==> src/rtl/finder_pattern_scanner_pkg.sv <==
// Shared types and constants for the finder-pattern scanner: scan FSM states,
// pixel colours, address width, run/read-tag records and the 1:1:3:1:1 ratio test.
package finder_pattern_scanner_pkg;

   typedef enum logic [2:0] {
      S_IDLE,
      S_ROW_SCAN,
      S_ROW_FLUSH,
      S_COL_SCAN,
      S_COL_FLUSH,
      S_DONE
   } scan_state_t;

   localparam logic PIXEL_BLACK = 1'b0;
   localparam logic PIXEL_WHITE = 1'b1;

   localparam int unsigned ADDR_W = 20;
   localparam int unsigned RUN_W  = 9;
   localparam int unsigned POS_W  = 16;

   localparam logic [RUN_W-1:0] RUN_MAX = '1;

   typedef struct packed {
      logic             color;
      logic [RUN_W-1:0] length;
      logic [POS_W-1:0] start;
   } run_hist_t;

   typedef struct packed {
      logic             valid;
      logic [POS_W-1:0] pos;
      logic             last;
   } rd_tag_t;

   // r2 is the wide centre run; the other four are the unit-width runs.
   function automatic logic ratio_match(input logic [RUN_W-1:0] r0,
                                        input logic [RUN_W-1:0] r1,
                                        input logic [RUN_W-1:0] r2,
                                        input logic [RUN_W-1:0] r3,
                                        input logic [RUN_W-1:0] r4);
      logic [13:0] s;
      logic [13:0] s3;
      logic [13:0] e0, e1, e3, e4;
      logic        small_ok;
      logic        big_ok;
      s  = 14'(r0) + 14'(r1) + 14'(r3) + 14'(r4);
      s3 = s * 14'd3;
      e0 = {2'b00, r0, 3'b000};
      e1 = {2'b00, r1, 3'b000};
      e3 = {2'b00, r3, 3'b000};
      e4 = {2'b00, r4, 3'b000};
      small_ok = (e0 >= s) && (e0 <= s3) && (e1 >= s) && (e1 <= s3) &&
                 (e3 >= s) && (e3 <= s3) && (e4 >= s) && (e4 <= s3);
      big_ok   = ({4'b0000, r2, 1'b0} >= s) && (14'(r2) <= s);
      return small_ok && big_ok;
   endfunction

endpackage

==> src/rtl/finder_run_matcher.sv <==
// Per-line run-length tracker: keeps the open run and four completed runs and
// pulses hit/center one cycle after a black run closes on a 1:1:3:1:1 shape.
module finder_run_matcher
   import finder_pattern_scanner_pkg::*;
(
   input  logic             clk,
   input  logic             rst,
   input  logic             clear,
   input  logic             pix_valid,
   input  logic             pix_color,
   input  logic [POS_W-1:0] pix_pos,
   input  logic             pix_last,
   output logic             hit,
   output logic [POS_W-1:0] hit_center
);

   run_hist_t             cur_q, cur_d;
   run_hist_t [3:0]       hist_q, hist_d;
   logic                  hit_q, hit_d;
   logic [POS_W-1:0]      center_q, center_d;

   run_hist_t             run_after;
   run_hist_t             close_run;
   run_hist_t [3:0]       hist_after;
   run_hist_t [3:0]       close_hist;
   logic                  chg;
   logic                  close_early;
   logic                  check;
   logic                  shape_ok;

   always_comb begin
      run_after  = cur_q;
      hist_after = hist_q;
      chg        = 1'b0;
      if (cur_q.length == '0) begin
         run_after.color  = pix_color;
         run_after.length = RUN_W'(1);
         run_after.start  = pix_pos;
      end else if (pix_color == cur_q.color) begin
         run_after.length = (cur_q.length == RUN_MAX) ? RUN_MAX : cur_q.length + RUN_W'(1);
      end else begin
         chg              = 1'b1;
         run_after.color  = pix_color;
         run_after.length = RUN_W'(1);
         run_after.start  = pix_pos;
         hist_after       = {cur_q, hist_q[3:1]};
      end

      // A colour change closing a black run and a line end closing a black run
      // are mutually exclusive for one pixel, so only one candidate is tested.
      close_early = chg && (cur_q.color == PIXEL_BLACK);
      close_run   = close_early ? cur_q  : run_after;
      close_hist  = close_early ? hist_q : hist_after;
      check       = pix_valid && (close_early || (pix_last && run_after.color == PIXEL_BLACK));

      shape_ok = (close_hist[0].color == PIXEL_BLACK) && (close_hist[1].color == PIXEL_WHITE) &&
                 (close_hist[2].color == PIXEL_BLACK) && (close_hist[3].color == PIXEL_WHITE) &&
                 (close_hist[0].length != '0) && (close_hist[1].length != '0) &&
                 (close_hist[2].length != '0) && (close_hist[3].length != '0) &&
                 (close_run.color == PIXEL_BLACK);

      hit_d    = check && shape_ok &&
                 ratio_match(close_hist[0].length, close_hist[1].length, close_hist[2].length,
                             close_hist[3].length, close_run.length);
      center_d = hit_d ? close_hist[2].start + POS_W'(close_hist[2].length >> 1) : center_q;

      cur_d  = cur_q;
      hist_d = hist_q;
      if (pix_valid) begin
         if (pix_last) begin
            cur_d  = '0;
            hist_d = '0;
         end else begin
            cur_d  = run_after;
            hist_d = hist_after;
         end
      end
   end

   always_ff @(posedge clk) begin
      if (rst || clear) begin
         cur_q    <= '0;
         hist_q   <= '0;
         hit_q    <= 1'b0;
         center_q <= '0;
      end else begin
         cur_q    <= cur_d;
         hist_q   <= hist_d;
         hit_q    <= hit_d;
         center_q <= center_d;
      end
   end

   assign hit        = hit_q;
   assign hit_center = center_q;

endmodule

==> src/rtl/finder_pattern_scanner.sv <==
// Two-pass (row then column) finder-pattern scanner over a binarized frame buffer.
// Optional SCAN_STATS_EN adds saturating per-pass match counters.
module finder_pattern_scanner
   import finder_pattern_scanner_pkg::*;
#(
   parameter int WIDTH        = 480,
   parameter int HEIGHT       = 480,
   parameter int READ_LATENCY = 2
) (
   input  logic              clk_in,
   input  logic              rst_in,
   input  logic              start_scan,
   input  logic              pixel_reading,
   output logic [ADDR_W-1:0] address_reading,
   output logic [WIDTH-1:0]  horz_patterns,
   output logic [HEIGHT-1:0] vert_patterns,
   output logic              busy,
   output logic              pattern_valid
`ifdef SCAN_STATS_EN
   ,
   output logic [9:0]        horz_hit_count,
   output logic [9:0]        vert_hit_count
`endif
);

   localparam int unsigned FL_W = $clog2(READ_LATENCY + 1) + 1;

   scan_state_t       state_q, state_d;
   logic [ADDR_W-1:0] addr_q, addr_d;
   logic [POS_W-1:0]  x_q, x_d;
   logic [POS_W-1:0]  y_q, y_d;
   logic [FL_W-1:0]   flush_q, flush_d;
   logic [WIDTH-1:0]  horz_q, horz_d;
   logic [HEIGHT-1:0] vert_q, vert_d;
   rd_tag_t           pipe_q [READ_LATENCY];
   rd_tag_t           pipe_d [READ_LATENCY];
   rd_tag_t           issue;
   logic              x_end, y_end, flush_end;
   logic              accept;
   logic              row_pass;
   logic              match_clear;
   logic              hit;
   logic [POS_W-1:0]  hit_center;

   assign x_end     = (x_q == POS_W'(WIDTH - 1));
   assign y_end     = (y_q == POS_W'(HEIGHT - 1));
   assign flush_end = (flush_q == FL_W'(READ_LATENCY));
   assign accept    = (state_q == S_IDLE) && start_scan;
   assign row_pass  = (state_q == S_ROW_SCAN) || (state_q == S_ROW_FLUSH);

   always_ff @(posedge clk_in) begin
      if (rst_in) state_q <= S_IDLE;
      else        state_q <= state_d;
   end

   always_comb begin
      state_d = state_q;
      unique case (state_q)
         S_IDLE:      if (start_scan)     state_d = S_ROW_SCAN;
         S_ROW_SCAN:  if (x_end && y_end) state_d = S_ROW_FLUSH;
         S_ROW_FLUSH: if (flush_end)      state_d = S_COL_SCAN;
         S_COL_SCAN:  if (x_end && y_end) state_d = S_COL_FLUSH;
         S_COL_FLUSH: if (flush_end)      state_d = S_DONE;
         S_DONE:                          state_d = S_IDLE;
         default:                         state_d = S_IDLE;
      endcase
   end

   always_comb begin
      busy          = (state_q == S_ROW_SCAN) || (state_q == S_ROW_FLUSH) ||
                      (state_q == S_COL_SCAN) || (state_q == S_COL_FLUSH);
      pattern_valid = (state_q == S_DONE);
   end

   always_comb begin
      addr_d  = addr_q;
      x_d     = x_q;
      y_d     = y_q;
      flush_d = '0;
      horz_d  = horz_q;
      vert_d  = vert_q;
      issue   = '0;
      unique case (state_q)
         S_IDLE: begin
            addr_d = '0;
            x_d    = '0;
            y_d    = '0;
            if (start_scan) begin
               horz_d = '0;
               vert_d = '0;
            end
         end
         S_ROW_SCAN: begin
            issue.valid = 1'b1;
            issue.pos   = x_q;
            issue.last  = x_end;
            addr_d      = addr_q + ADDR_W'(1);
            if (x_end) begin
               x_d = '0;
               y_d = y_q + POS_W'(1);
            end else begin
               x_d = x_q + POS_W'(1);
            end
            if (x_end && y_end) begin
               addr_d = '0;
               x_d    = '0;
               y_d    = '0;
            end
         end
         S_COL_SCAN: begin
            issue.valid = 1'b1;
            issue.pos   = y_q;
            issue.last  = y_end;
            // Column wrap restarts at the top of the next column: address = x+1.
            if (y_end) begin
               y_d    = '0;
               x_d    = x_q + POS_W'(1);
               addr_d = ADDR_W'(x_q) + ADDR_W'(1);
            end else begin
               y_d    = y_q + POS_W'(1);
               addr_d = addr_q + ADDR_W'(WIDTH);
            end
            if (x_end && y_end) begin
               addr_d = '0;
               x_d    = '0;
               y_d    = '0;
            end
         end
         S_ROW_FLUSH, S_COL_FLUSH: flush_d = flush_end ? '0 : flush_q + FL_W'(1);
         default: ;
      endcase

      if (hit) begin
         if (row_pass) begin
            for (int unsigned i = 0; i < WIDTH; i++)
               if (hit_center == POS_W'(i)) horz_d[i] = 1'b1;
         end else begin
            for (int unsigned i = 0; i < HEIGHT; i++)
               if (hit_center == POS_W'(i)) vert_d[i] = 1'b1;
         end
      end
   end

   always_comb begin
      pipe_d[0] = issue;
      for (int unsigned i = 1; i < READ_LATENCY; i++)
         pipe_d[i] = pipe_q[i-1];
   end

   always_ff @(posedge clk_in) begin
      if (rst_in) begin
         addr_q  <= '0;
         x_q     <= '0;
         y_q     <= '0;
         flush_q <= '0;
         horz_q  <= '0;
         vert_q  <= '0;
         for (int unsigned i = 0; i < READ_LATENCY; i++)
            pipe_q[i] <= '0;
      end else begin
         addr_q  <= addr_d;
         x_q     <= x_d;
         y_q     <= y_d;
         flush_q <= flush_d;
         horz_q  <= horz_d;
         vert_q  <= vert_d;
         for (int unsigned i = 0; i < READ_LATENCY; i++)
            pipe_q[i] <= pipe_d[i];
      end
   end

   // The matcher's last hit of a pass is consumed on the same edge that clears it.
   assign match_clear = (state_q == S_IDLE) || ((state_q == S_ROW_FLUSH) && flush_end);

   finder_run_matcher u_matcher (
      .clk        (clk_in),
      .rst        (rst_in),
      .clear      (match_clear),
      .pix_valid  (pipe_q[READ_LATENCY-1].valid),
      .pix_color  (pixel_reading),
      .pix_pos    (pipe_q[READ_LATENCY-1].pos),
      .pix_last   (pipe_q[READ_LATENCY-1].last),
      .hit        (hit),
      .hit_center (hit_center)
   );

   assign address_reading = addr_q;
   assign horz_patterns   = horz_q;
   assign vert_patterns   = vert_q;

`ifdef SCAN_STATS_EN
   logic [9:0] hcnt_q, hcnt_d;
   logic [9:0] vcnt_q, vcnt_d;

   always_comb begin
      hcnt_d = hcnt_q;
      vcnt_d = vcnt_q;
      if (accept) begin
         hcnt_d = '0;
         vcnt_d = '0;
      end else if (hit) begin
         if (row_pass && (hcnt_q != '1))       hcnt_d = hcnt_q + 10'd1;
         else if (!row_pass && (vcnt_q != '1)) vcnt_d = vcnt_q + 10'd1;
      end
   end

   always_ff @(posedge clk_in) begin
      if (rst_in) begin
         hcnt_q <= '0;
         vcnt_q <= '0;
      end else begin
         hcnt_q <= hcnt_d;
         vcnt_q <= vcnt_d;
      end
   end

   assign horz_hit_count = hcnt_q;
   assign vert_hit_count = vcnt_q;
`endif

endmodule

==> config.mk <==
export PLATFORM = sky130hd
export DESIGN_NAME = finder_pattern_scanner
export DESIGN_NICKNAME = d
export VERILOG_FILES = /design/src/rtl/finder_pattern_scanner_pkg.sv /design/src/rtl/finder_run_matcher.sv /design/src/rtl/finder_pattern_scanner.sv
export SDC_FILE = /design/constraint.sdc
export NUM_CORES = 2
export LEC_CHECK = 0
export BUFFER_PORTS_ARGS = -buffer_cell sky130_fd_sc_hd__buf_2
export CAP_MARGIN = 25
export CORE_AREA = 2 2 385 387
export DETAILED_ROUTE_END_ITERATION = 6
export DIE_AREA = 0 0 387 389
export PLACE_DENSITY = 0.52
export REMOVE_ABC_BUFFERS = 1
export SLEW_MARGIN = 10
export SYNTH_ARGS = -nofsm -noshare
export SYNTH_HDL_FRONTEND = slang
export SYNTH_SLANG_ARGS = --single-unit
==> constraint.sdc <==
create_clock -name clk_in -period 11.79 [get_ports clk_in]
set_input_delay 2.9475 -clock clk_in [delete_from_list [all_inputs] [get_ports clk_in]]
set_output_delay 2.9475 -clock clk_in [all_outputs]
set_load 0.02 [all_outputs]
# After elaboration in Yosys (flattened, before gate mapping)
# Memories as Yosys holds them, arrays and structs flattened.
# Index checks and enable logic that the tools add are counted.
# totals
out_inout_bits	982
reg_bits	1165
ramBits	36
n_memories	1
input_bits	4
# classes
multipliers	1
n_reduce_logical	43
n_bitwise	8
n_lt_le_gt_ge	10
mux	1007
addsub	11
eq_ne	496
# memory_table
memory	depth	width	rd	rd_ports_with_merged_regs	write_ports	line	source
pipe_q	2	18	2	0	2	finder_pattern_scanner.sv:35	rd_tag_t pipe_q [READ_LATENCY];
# ops
cell	count
two-way mux 480 bit	8
equality test 16 x 9 -> 1 bit (second input constant)	226
equality test 16 x 8 -> 1 bit (second input constant)	128
equality test 16 x 7 -> 1 bit (second input constant)	64
two-way mux 1 bit	966
equality test 16 x 6 -> 1 bit (second input constant)	32
two-way mux 104 bit	4
equality test 16 x 5 -> 1 bit (second input constant)	16
two-way mux 16 bit	9
equality test 16 x 4 -> 1 bit (second input constant)	8
case mux 16 bit (3 select lines)	2
two-way mux 26 bit	3
equality test 16 x 3 -> 1 bit (second input constant)	4
two-way mux 20 bit	3
case mux 20 bit (3 select lines)	1
>= comparator 12 x 14 -> 1 bit	4
<= comparator 12 x 14 -> 1 bit	4
two-way mux 18 bit	2
case mux 18 bit (2 select lines)	1
nonzero test 9 bit	4
adder 16 x 1 -> 16 bit (second input constant)	2
equality test 16 x 2 -> 1 bit (second input constant)	2
adder 14 x 9 -> 14 bit	2
logical AND 1 bit	24
other kinds (32)	57

# Logic depth before layout (Yosys ltp)
# depth
ltp_word	19
ltp_mapped	45
mapped_depth_nobuf	37

# Hierarchy
# A second synthesis with hierarchy kept.
# hier_totals
cells_unflattened	5191
hier_area_um2	46407.0
# modules_own_cells
module	n_inst	seq_area_each_um2	area_per_inst_um2	cells_per_inst
finder_pattern_scanner	1	21100.2	36969.2	3979
finder_run_matcher	1	2302.2	9437.8	1212

# Worst setup path before layout
# Ideal clock, no wire load.
# synth_timing
path_kind	input port to flip-flop
startpoint	input port pixel_reading
endpoint	register u_matcher.center_q[10] (netlist: u_matcher.hit_center[10])
arrival_ns	12.301
t_required_ns	11.658
setup_time_ns	0.132
path_slack_ns	-0.644
cell_stages	43
cell_sequence	ha_1 > buf_2 > nor2b_1 > a21boi_1 > buf_4 > buf_4 > buf_2 > buf_1 > clkbuf_1 > mux2_2 > ha_1 > maj3_1 > o21a_1 > a21oi_1 > maj3_1 > maj3_1 > o21bai_1 > a21oi_1 > [... 7 more ...] > ha_1 > inv_1 > nor4_1 > a31oi_1 > nand3_1 > xor2_1 > inv_1 > ha_1 > nand3_1 > nor3_1 > nand2_1 > nor3_1 > nor3_1 > a211oi_2 > a211oi_4 > buf_2 > o31ai_1 > a21oi_1
# synth_via
elab_chain_cells	19
word_cells_on_any_way	56
cone_classes	4 x add/sub; 1 x mul; 10 x order compare; 1 x eq/ne; 9 x mux; 4 x bitwise; 27 x reduce/logical
# synth_rtl
element	line	source
start, declared	finder_pattern_scanner.sv:13	input logic pixel_reading,
equality test 1 bit	finder_run_matcher.sv:39	end else if (pix_color == cur_q.color) begin
two-way mux 1 bit	finder_run_matcher.sv:39	
two-way mux 1 bit	finder_run_matcher.sv:35	if (cur_q.length == '0) begin
logical AND 1 bit	finder_run_matcher.sv:51	close_early = chg && (cur_q.color == PIXEL_BLACK);
two-way mux 104 bit	finder_run_matcher.sv:53	close_hist = close_early ? hist_q : hist_after;
adder 9 x 9 -> 10 bit	finder_pattern_scanner_pkg.sv:46	s = 14'(r0) + 14'(r1) + 14'(r3) + 14'(r4);
adder 14 x 9 -> 14 bit (2 in series)	finder_pattern_scanner_pkg.sv:46	
multiplier 14 x 2 -> 14 bit	finder_pattern_scanner_pkg.sv:47	s3 = s * 14'd3;
<= comparator 12 x 14 -> 1 bit	finder_pattern_scanner_pkg.sv:52	small_ok = (e0 >= s) && (e0 <= s3) && (e1 >= s) && (e1 <= s3) &&
logical AND 1 bit (4 in series)	finder_pattern_scanner_pkg.sv:52	
logical AND 1 bit (3 in series)	finder_pattern_scanner_pkg.sv:53	(e3 >= s) && (e3 <= s3) && (e4 >= s) && (e4 <= s3);
logical AND 1 bit	finder_pattern_scanner_pkg.sv:55	return small_ok && big_ok;
logical AND 1 bit	finder_run_matcher.sv:62	hit_d = check && shape_ok &&
end signal, assigned	finder_run_matcher.sv:90	center_q <= center_d;
end, declared	finder_run_matcher.sv:20	logic [POS_W-1:0] center_q, center_d;
# Parallel ways exist; a longest one is shown, timed or not.
# A chain may end at the register's enable or synchronous reset.

# Final worst setup path
# layout_timing
startpoint	input port pixel_reading
endpoint	register u_matcher.center_q[1] (netlist: u_matcher.hit_center[1])
# The elaborated chain is that of the path after synthesis.

==> results.py <==
metrics = {
    "run_status": {
        "status": "complete, no violations",
    },
    "clock_tree": {
        "clock_sinks": 1169,
        "cts.clk_slew.worst_paths_ns": 0.06,
        "clk-insertion-delay-late_ns": 0.78,
        "cts_hold_buf": 0,
        "ctsResizeCount": 0,
        "h-tree-depth": 4,
        "cts_buffers": 134,
        "cts_tree": "yes",
        "cts.path.max_buffers": 3,
        "clock-root-buffer": "clkbuf_16",
        "cts_post_setup_buffers_inserted": 0,
    },
    "yosys": {
        "avgSynthCellArea_um2": 9.02,
        "synth_top_area_frac": 0.510,
        "synthTopCellsByArea": "dfxtp_1 51%, a22oi_1 17%, nor2_1 9.7%",
        "synth.distinct_cells": 89,
        "synth.most_common_cell": "nor2_1",
        "yosys-top-cells-count": "1190 x nor2_1, 1169 x dfxtp_1, 1024 x a22oi_1, 448 x clkbuf_1, 152 x nand2_1",
        "yosys_warnings": 0,
        "synth_seq_cells": 1169,
        "synth-edff-count": 0,
        "syn_inst": 5089,
        "synth_flop_cell": "dfxtp_1",
        "synth_seq_area_share": 0.510,
        "syn_area_um2": 45900,
        "synth_area_leader_cell": "dfxtp_1",
        "async_flop_share": 0,
    },
    "power_and_ir_drop": {
        "power.density_nw_per_um2": 149,
        "power.leakage_nw": 24.2,
        "irDropWorstVdd_uv": 99.6,
    },
    "layout": {
        "fin_nets": 6030,
        "multi_input_area_um2": 20800,
        "diodes": 0,
        "fillers": 14900,
        "layout-drive-gt1-share": 0.254,
        "fin_area_um2": 58100,
        "register_area_um2": 23400,
        "area_growth_pct": 26.7,
        "fin_cells": 7950,
    },
    "hold_path": {
        "hold_class": "reg -> reg",
    },
    "routing": {
        "ant_nets": 0,
        "post_drt_wl_per_cell_um": 25.7,
        "num_vias": 42900,
        "route.detailed.drc": 0,
        "dr.pass1.iters": 6,
        "drt_iter0_markers": 4125,
        "via_per_inst": 5.40,
        "wl_um": 204000,
    },
    "floorplan": {
        "ios": 986,
        "initial_core_util": 0.313,
        "core_area_um2": 147000,
        "die_area_um2": 151000,
        "rows": 141,
        "dieHeight_um": 389,
        "die_x_um": 387,
    },
    "setup_path": {
        "cp.arrival_ns": 11.77,
        "crit_top_cell": "ha_1",
        "crit_path_start_kind": "primary input",
        "crit_fanout": 17,
        "cp.required_ns": 12.45,
        "critPathKind": "in -> reg",
        "slowest_stage": "a211oi_4",
        "endpoint_kind": "flop",
        "max_stage_delay_ns": 0.70,
    },
    "timing": {
        "setup-tns-final_ns": 0,
        "finalSetupViolCount": 0,
        "clock.fmax_mhz": 90.0,
        "clock_skew_ns": 0.0295,
        "relSlewSlack": 0.173,
        "slew_violations": 0,
        "tightest_slew_ns": 1.24,
        "hold_viol": 0,
        "fin_crit_sh": 0.942,
        "finalCriticalPeriod_ns": 11.11,
        "rsz0062_at_grt": "false",
    },
    "place": {
        "dp_hpwl_um": 139000,
        "place.gp.congestion": 0.943,
        "dp_cells": 7702,
        "port_buffers": 985,
        "place_area_um2": 53200,
    },
    "global_routing": {
        "met1_usage": 0.322,
        "grt_max_degree": 236,
        "grt_usage": 0.257,
        "grt_pass1_wl_um": 290000,
        "antenna_found_initial": 4,
        "grt_pass1_vias": 39800,
        "top_usage_layer": "met2",
        "grt_overflow": 0,
        "use_met3": 0.0642,
        "use_met2": 0.425,
    },
    "job": {
        "cap_violations": 0,
    },
}
[per-stage QoR]
step / total power [W] / util / setup WS (ns) / hold slack (ns)
after global placement: 0.00423 / 0.362 / 0.144 / 0.421
after CTS: 0.00878 / 0.396 / 0.772 / 0.418
final: 0.00869 / 0.397 / 0.685 / 0.412
after detailed placement: 0.00423 / 0.363 / -0.0139 / 0.420
after floorplan: 0.00412 / - / -7.67 / 0.414
after global routing: 0.00895 / 0.397 / 0.0898 / 0.442
[area by class of cell]
type	instances	area share
clock inverter	51	0.0139
sequential	1169	0.403
multi-input combinational	3369	0.358
tap	1930	0.0415
clock buffer	194	0.0699
inverter	80	0.00517
timing repair buffer	1157	0.109
[logic make-up after synthesis]
group / after synthesis / synth area share
adders and majority gates: 126 / 0.0357
DFF: 1169 / 0.510
buffers and inverters: 551 / 0.0460
AOI/OAI and AO/OA: 1419 / 0.223
muxes: 72 / 0.0166
xor gates and xnor gates: 78 / 0.0149
and+or+nand+nor: 1674 / 0.154
[sequential cells by signal (all words and copies together) (netlist names)]
signal	count
horz_patterns	480
vert_patterns	480
u_matcher.hist_q	72
pipe_q	36
u_matcher.cur_q	26
address_reading	20
u_matcher.hit_center	16
x_q	16
y_q	16
flush_q	3
state_q	3
u_matcher.hit	1
[power breakdown]
| part | switching [W] | leakage (nW) | total (W) | internal, W |
|---|---|---|---|---|
| registers | 0.00000211 | 9.41 | 0.00395 | 0.00395 |
| logic | 0.000175 | 12.4 | 0.000195 | 0.0000200 |
| clock network | 0.00179 | 2.40 | 0.00454 | 0.00275 |
| total | 0.00197 | 24.2 | 0.00869 | 0.00672 |
[worst paths after layout]
path	end	depth (start not counted)	startpoint	slack (ns)
worst max-delay path	u_matcher.hit_center[1]$_SDFFE_PP0P_	34	pixel_reading	0.68
worst max register to register	u_matcher.hit_center[1]$_SDFFE_PP0P_	34	u_matcher.cur_q[25]$_SDFFE_PP0P_	2.44
worst min register to register	u_matcher.cur_q[2]$_SDFFE_PP0P_	2	pipe_q[0][21]$_SDFF_PP0_	0.41
worst min-delay path	u_matcher.cur_q[2]$_SDFFE_PP0P_	2	pipe_q[0][21]$_SDFF_PP0_	0.41
[critical path: cells and delay by family]
family	cells	cell delay (ns)
XOR/XNOR	3	0.78
AO/OA/AOI/OAI	12	3.75
adder cells (fa/ha/maj)	9	2.70
AND/OR/NAND/NOR	6	0.87
multiplexers	1	0.39
buffers and inverters	3	0.33
[metal layers]
layer,vias to the layer above,wire (um),part of all wire
li1,19800,-,-
met1,21200,84900,0.42
met2,1635,96300,0.47
met3,302,14800,0.073
met4,0,8000,0.039
met5,-,0,0
[placed cells by master (no fill, tap or decap), drive strengths merged, types with 14 or more instances in the layout]
cell,synthesis,final
nand3b,14,14
buf,23,1157
inv,80,85
nand4,28,28
nor4,31,31
a31oi,16,16
ha,103,103
nand2,152,152
mux2i,40,40
clkinv,0,28
nor2,1191,1191
nand3,51,51
a21o,18,18
a22oi,1024,1024
a211oi,15,15
nor3,79,79
o21ai,80,80
o31ai,17,17
a21oi,145,145
mux2,32,32
nor2b,37,37
xor2,28,28
dfxtp,1169,1169
clkbuf,448,194
xnor2,50,50
nand2b,19,19
and3,26,26
bufinv,0,15
No activity file was read; power rests on OpenSTA's default activity.
